**src/rtl/pc_sequencer_pkg.sv**
```systemverilog
// rtl/pc_sequencer_pkg.sv - shared state encoding, default addresses and fetch-address check
package pc_sequencer_pkg;

    localparam logic [1:0] ST_BOOT  = 2'd0;
    localparam logic [1:0] ST_FETCH = 2'd1;
    localparam logic [1:0] ST_HOLD  = 2'd2;

    localparam logic [31:0] DEF_RESET_PC = 32'h0000_3000;
    localparam logic [31:0] DEF_EXC_VEC  = 32'h0000_4180;
    localparam logic [31:0] DEF_IMEM_LO  = 32'h0000_3000;
    localparam logic [31:0] DEF_IMEM_HI  = 32'h0000_6FFC;

    // A fetch address is bad when misaligned or outside the instruction window.
    function automatic logic addr_bad(input logic [31:0] addr,
                                      input logic [31:0] lo,
                                      input logic [31:0] hi);
        return (addr[1:0] != 2'b00) || (addr < lo) || (addr > hi);
    endfunction

endpackage

```
**src/rtl/pc_target_sel.sv**
```systemverilog
// rtl/pc_target_sel.sv - priority select of the next fetch PC
module pc_target_sel (
    input  logic        req,
    input  logic        eret,
    input  logic [31:0] exc_vec,
    input  logic [31:0] epc,
    input  logic        redirect,
    input  logic [31:0] redirect_target,
    input  logic [31:0] cur_pc,
    output logic [31:0] next_pc
);

    // Exception beats eret, eret beats branch redirect, otherwise sequential (wraps mod 2^32).
    always_comb begin
        next_pc = cur_pc + 32'd4;
        if (req) begin
            next_pc = exc_vec;
        end else if (eret) begin
            next_pc = epc;
        end else if (redirect) begin
            next_pc = redirect_target;
        end
    end

endmodule

```
**src/rtl/pc_sequencer.sv**
```systemverilog
// rtl/pc_sequencer.sv - fetch PC sequencer with stall hold, pending redirect and exception entry
module pc_sequencer
    import pc_sequencer_pkg::*;
#(
    parameter logic [31:0] RESET_PC = DEF_RESET_PC,
    parameter logic [31:0] EXC_VEC  = DEF_EXC_VEC,
    parameter logic [31:0] IMEM_LO  = DEF_IMEM_LO,
    parameter logic [31:0] IMEM_HI  = DEF_IMEM_HI
) (
    input  logic        clk,
    input  logic        reset,
    input  logic        stall,
    input  logic        req,
    input  logic        eret,
    input  logic [31:0] epc,
    input  logic        br_taken,
    input  logic [31:0] br_target,
    input  logic        imem_ack,
    output logic        imem_req,
    output logic [31:0] imem_addr,
    output logic [31:0] f_pc,
    output logic        f_valid,
    output logic        f_adel,
    output logic        flush_fd
);

    logic [1:0]  state;
    logic [31:0] pc_q;
    logic        pend_valid;
    logic [31:0] pend_target;

    logic        in_fetch;
    logic        in_hold;
    logic        present;
    logic        advance;
    logic        redirect;
    logic [31:0] redirect_target;
    logic [31:0] next_pc;

    assign in_fetch = (state == ST_FETCH);
    assign in_hold  = (state == ST_HOLD);

    assign f_adel   = addr_bad(pc_q, IMEM_LO, IMEM_HI);
    // A redirect from req/eret kills the F/D contents in the same cycle it is taken.
    assign flush_fd = (req | eret) & ~reset;

    // A bad address is treated as a word already in hand so the pipeline can trap on it.
    assign present  = in_hold | (in_fetch & (imem_ack | f_adel));
    assign advance  = ~flush_fd & present & ~stall;

    // A branch arriving in the advancing cycle is newer than any parked target.
    assign redirect        = br_taken | pend_valid;
    assign redirect_target = br_taken ? br_target : pend_target;

    assign imem_req  = in_fetch & ~f_adel;
    assign imem_addr = pc_q;
    assign f_pc      = pc_q;
    assign f_valid   = ~flush_fd & (state != ST_BOOT) &
                       ((in_fetch & imem_ack) | in_hold | f_adel);

    pc_target_sel u_target_sel (
        .req             (req),
        .eret            (eret),
        .exc_vec         (EXC_VEC),
        .epc             (epc),
        .redirect        (redirect),
        .redirect_target (redirect_target),
        .cur_pc          (pc_q),
        .next_pc         (next_pc)
    );

    // PC register: loads on a flush redirect or on a normal advance.
    always_ff @(posedge clk or posedge reset) begin
        if (reset) begin
            pc_q <= RESET_PC;
        end else if (flush_fd || advance) begin
            pc_q <= next_pc;
        end
    end

    // Sequencer state: boot for one cycle, then fetch, parking in hold while stalled with a word.
    always_ff @(posedge clk or posedge reset) begin
        if (reset) begin
            state <= ST_BOOT;
        end else if (flush_fd) begin
            state <= ST_FETCH;
        end else begin
            case (state)
                ST_BOOT:  state <= ST_FETCH;
                ST_FETCH: state <= (present && stall) ? ST_HOLD : ST_FETCH;
                ST_HOLD:  state <= stall ? ST_HOLD : ST_FETCH;
                default:  state <= ST_FETCH;
            endcase
        end
    end

    // One-entry pending redirect: parked while not advancing, consumed or discarded otherwise.
    always_ff @(posedge clk or posedge reset) begin
        if (reset) begin
            pend_valid  <= 1'b0;
            pend_target <= 32'h0;
        end else if (flush_fd || advance) begin
            pend_valid  <= 1'b0;
        end else if (br_taken) begin
            pend_valid  <= 1'b1;
            pend_target <= br_target;
        end
    end

endmodule

```
**config.mk**
```make
export PLATFORM = sky130hd
export DESIGN_NAME = pc_sequencer
export DESIGN_NICKNAME = d
export VERILOG_FILES = /design/src/rtl/pc_sequencer_pkg.sv /design/src/rtl/pc_target_sel.sv /design/src/rtl/pc_sequencer.sv
export SDC_FILE = /design/constraint.sdc
export NUM_CORES = 1
export LEC_CHECK = 0
export ABC_AREA = 0
export ABC_CLOCK_PERIOD_IN_PS = 3250
export CAP_MARGIN = 0
export CORE_ASPECT_RATIO = 0.7
export CORE_MARGIN = 2
export CORE_UTILIZATION = 52
export CTS_CLUSTER_SIZE = 24
export DETAILED_ROUTE_END_ITERATION = 10
export HOLD_SLACK_MARGIN = 0.12
export PLACE_DENSITY = 0.94
export SLEW_MARGIN = 20
export SYNTH_ARGS = -nofsm -noshare
export SYNTH_HDL_FRONTEND = slang
export SYNTH_SLANG_ARGS = --single-unit
```
**constraint.sdc**
```tcl
create_clock -name clk -period 3.25 [get_ports clk]
set_input_delay 0.65 -clock clk [delete_from_list [all_inputs] [get_ports clk]]
set_output_delay 0.65 -clock clk [all_outputs]
set_load 0.05 [all_outputs]
```
[Yosys cells after proc, flatten, opt, wreduce, memory -nomap -nowiden]
Cells that the tools add are included.
Widths: inputs -> output; s select.
Cells by class
  mux-type cells: 10
  bitwise operators: 18
  shifts and indexed selects: 0
  div/mod/pow operators: 0
  order comparisons: 2
  $add $sub $neg: 1
  reduce and logical (&&, ||, !) cells: 7
  equality and inequality tests: 2
  multipliers: 0
Operators by type and width (count)
  $mux 32: 4
  $add 32x3->32 const B: 1
  $gt 32x15->1 const B: 1
  $lt 32x14->1 const B: 1
  $and 1x1->1: 8
  $mux 2: 3
  $or 1x1->1: 6
  $reduce_bool 2->1: 3
  $not 1->1: 4
  $pmux 2 s2: 1
  $logic_or 1x1->1: 3
  $eq 2x1->1 const B: 1
  $eq 2x2->1 const B: 1
  $mux 1: 2
  $logic_and 1x1->1: 1
Storage, ports and cells
  output and inout bits: 68
  memory bits (read-only): 0
  input port bits: 71
  bits in writable memories: 0
  flip-flop bits (word level): 67
  memories: 0
  word-level logic and storage cells: 44
  bits in latches: 0

[Longest topological paths before layout]
  depth after elaboration: 10
  depth in mapped cells: 9
  gate-level depth less buffers: 7

[Hierarchy]
A second synthesis with hierarchy kept.
Unflattened totals
  cell total of the unflattened synthesis: 824
  area total of the unflattened synthesis: 6572.6 µm²
By module, submodules not included
  pc_sequencer: area each 5086.1 µm², seq. area each 1679.1 µm², cells an instance 577, instances 1
  pc_target_sel: area each 1486.4 µm², seq. area each 0.0 µm², cells an instance 247, instances 1

[Worst setup path after synthesis]
OpenSTA, ideal clock, no wires.
  path type: reg-to-output
  start point: register pc_q[12] (netlist: f_pc[12])
  end point: output f_valid
  slack: 0.069 ns
  path buffers: 0
  cell stages (with the launch flop): 6
  required time: 2.600 ns
  arrival time: 2.531 ns
  path through: dfstp_2 > nand2_1 > xnor2_1 > nand4_2 > a211oi_1 > nor3_1
Between the ends
  longest elaborated chain between the ends: 5
  elaborated cells between the ends (all ways): 6
  those cells by class: 2 x order compare; 2 x bitwise; 2 x reduce/logical
RTL lines
  from (decl): line pc_sequencer.sv:28  | logic [31:0] pc_q;
  from (signal assigned): line pc_sequencer.sv:77  | pc_q <= next_pc;
  $lt 32x14->1: line pc_sequencer_pkg.sv:17  | return (addr[1:0] != 2'b00) || (addr < lo) || (addr > hi);
  $logic_or 1x1->1: line pc_sequencer_pkg.sv:17
  $logic_or 1x1->1 (*): line pc_sequencer_pkg.sv:17
  net f_adel: line pc_sequencer.sv:23  | output logic f_adel,
  $or 1x1->1 (*): line pc_sequencer.sv:59  | ((in_fetch & imem_ack) | in_hold | f_adel);
  $and 1x1->1 (*): line pc_sequencer.sv:58  | assign f_valid = ~flush_fd & (state != ST_BOOT) &
  to (decl): line pc_sequencer.sv:22  | output logic f_valid,
Mark *: on every way through the listed nets, which the timed path passes. The rest lies on a longest branch.

[Worst setup path in the final report]
  start point: register pc_q[12] (netlist: f_pc[12])
  end point: output f_adel
Between the ends
  longest elaborated chain between the ends: 3
  elaborated cells between the ends (all ways): 4
  those cells by class: 2 x order compare; 2 x reduce/logical
RTL lines (line)
  $lt 32x14->1: pc_sequencer_pkg.sv:17
  $logic_or 1x1->1: pc_sequencer_pkg.sv:17
  $logic_or 1x1->1 (*): pc_sequencer_pkg.sv:17
  to (decl): pc_sequencer.sv:23
Every way passes the cells marked *; elsewhere a longest branch is shown, timed or not.

==> impl_results.md <==
* Status: complete, no violations
* Setup_tns at 0 ps
* Final Cell Area at 0.00609 mm2
* Slowest cell on crit path: clkdlybuf4s50_1
* Setup Skew at 8.94 ps
* Critical Path Sink Type: primary output
* MaxCap Viol Count at 0
* Least-Margin Pin Slew at 654 ps
* Minimum clock period at 3100 ps
* Postcts setup bufs at 0
* Htree depth at 3
* RR Startpoint: f_pc[12]$_DFFE_PP1P_
* HP Class: reg2reg
* GR Util All Layers at 0.307
* RSZ-0062 raised after global routing: false
* Clock Tree Buf Depth at 2
* EDFF count, synth at 0
* Drt pass-1 iters at 5
* Nets at 676
* Top-area cell type share of the netlist area at 0.354
* FF+latch area at 0.00168 mm2
* Die Width at 116 um
* Pin count of the biggest net entering global routing at 58
* #FFs+latches synth at 67
* CTS resizes at 0
* Skew-Pair Late Insertion Delay at 340 ps
* Register area share after synthesis at 0.366
* # hold bufs at CTS at 0
* Initial DRC Count at 655
* CP Data Required Time at 2600 ps
* CP Launch Type: flop
* Hold endpoint: pend_target[19]$_DFFE_PP0N_
* DRC at 0
* Initial Utilization at 0.539
* Layout cells sized above 1 at 0.132
* Worst hold start: pend_target[19]$_DFFE_PP0N_
* Row count at 28
* Placed Area at 0.00581 mm2
* Largest stage delay on the critical path at 800 ps
* Total congestion overflow at 0
* Mapped cell area at 0.00459 mm2
* Tcrit/Tclk final at 0.953
* Hold depth at 1
* Family with the most delay on the worst path: buffers and inverters
* ANT cells at 0
* WL per Instance at 19.7 um
* Power density cells at 814 mW/mm2
* Slew headroom at 0.564
* Top_reg_cell synth: dfrtp_1
* Most common cell after layout, fill and taps aside: clkdlybuf4s50_1
* First-pass GRT wire length at 22.3 mm
* Post-synth net total at 583
* Most frequent cells in the layout: clkdlybuf4s50_1, dfrtp_1, a21oi_1, nor2_1, nand2_1
* Syn avg cell area at 9.04 um2
* Final core utilization at 0.715
* Arr. time, crit path at 2450 ps
* Buf+Inv Stages, Crit Path at 1
* Vias in the first global route at 4364
* I/O Pins at 139
* Core Area at 0.00851 mm2
* Routed WL at 14.3 mm
* DIE AREA at 0.00961 mm2
* CTS Sinks at 67
* Root Driver: clkbuf_16
* Initial antenna violation count at 0
* Worst path cell trace: nand2_1 -> xnor2_1 -> nand4_2 -> clkdlybuf4s50_1
* Routed vias at 4602
* Synth top area cells: dfrtp_1, mux2_4, buf_4
* Crit Path Category: reg2out
* Setup Viol. Count Final at 0
* Vias per cell at 6.34
* CTS tree: built
* Clk slew on worst S/H paths at 60 ps
* Fmax at 323 MHz
* Static Leak at 0.00259 uW
* Multi-input gate area at 0.00240 mm2
* Final count of hold timing violations at 0
* Routed Antenna Nets at 0
* Area Overhead vs Synth at 32.6%
* Yosys top cell by area: dfrtp_1
* CP max FO at 9
* Max-slew violations at 0
* Number of fill cells at 617
* Synth Warn # at 0
* CTS buffer count at 9
* Reg-to-reg slack, setup at 710 ps
* Peak VDD IR at 523 uV
* Syn Inst Count at 508
* Height of the die at 82.6 um
* Ys async rst share at 1.00
* R2R Path End: f_pc[24]$_DFFE_PP0P_
* Gpl congestion at 0.947
* Netlist cell types at 58
* Dpl hpwl at 10.1 mm
* Port Buffers at 138
* Worst reg2reg path depth at 7
-- flip-flops by register name, indices dropped and copies added (netlist names) --
register and count:
f_pc 32, pend_target 32, pend_valid 1, state 2
-- per-stage QoR --
step | hold slack, ps | total power, uW | std cells | setup WS, ps
4_1_cts | 513 | 4930 | 726 | 184
3_5_place_dp | 497 | 4010 | 710 | 384
2_1_floorplan | 480 | 3310 | 508 | 69.1
5_1_grt | 525 | 5150 | 726 | 41.7
3_3_place_gp | 492 | 3920 | 710 | 488
6_report | 510 | 4950 | 726 | 152
-- kinds of logic after synthesis --
kind of cell / count (synthesis) / synth area share
AO/OA/AOI/OAI: 146 / 0.213
buffers and inverters: 94 / 0.113
adder cells (fa/ha/maj): 4 / 0.0109
XOR/XNOR: 8 / 0.0153
AND/OR/NAND/NOR: 152 / 0.169
multiplexers: 37 / 0.113
flip-flops: 67 / 0.366
-- worst max-delay path by stage --
stage                               startpoint                   end  slack, ps  depth (start not counted)
after floorplan           f_pc[12]$_DFFE_PP1P_               f_valid         70                          5
after global placement                     req  f_pc[24]$_DFFE_PP0P_        490                          8
after detailed placement                   req  f_pc[24]$_DFFE_PP0P_        380                          8
after CTS                 f_pc[12]$_DFFE_PP1P_                f_adel        180                          4
after global routing      f_pc[18]$_DFFE_PP0P_                f_adel         40                          4
final                     f_pc[12]$_DFFE_PP1P_                f_adel        150                          4
-- cells in the mapped netlist (all sizes together), types with 3 or more instances --
master   count
dfrtp       65
a31oi        5
or3          3
nand3        9
a211oi       4
o21ai       26
a2111oi      3
and2         3
ha           4
a32o         3
nor2        41
mux2        32
xnor2        6
o22a         8
nor4         7
a221oi      13
buf         49
o31ai        7
a21oi       49
o41ai        5
and4         8
inv         24
nor3        12
mux2i        5
and3         7
nand2       38
nand4        7
clkbuf      21
nor2b       13
-- layout make-up --
type                            count  area share
Clock buffer                        9      0.0370
Tap cell                          120      0.0247
Multi-Input combinational cell    347       0.394
Sequential cell                    67       0.276
Clock inverter                      7     0.00801
Timing Repair Buffer              152       0.245
Inverter                           24      0.0148
-- power breakdown --
part           leakage (uW)  switching [uW]  internal (uW)
clock              0.000136             388            520
combinational       0.00164            1550            998
sequential         0.000807             362           1140
-- per-layer routing --
metal,vias up,GRT usage,wire (um)
met5,-,0,0
li1,2003,-,-
met1,2216,0.393,5870
met4,0,0.111,391
met2,338,0.503,6580
met3,45,0.0839,1500
(Power assumes the default switching activity.)
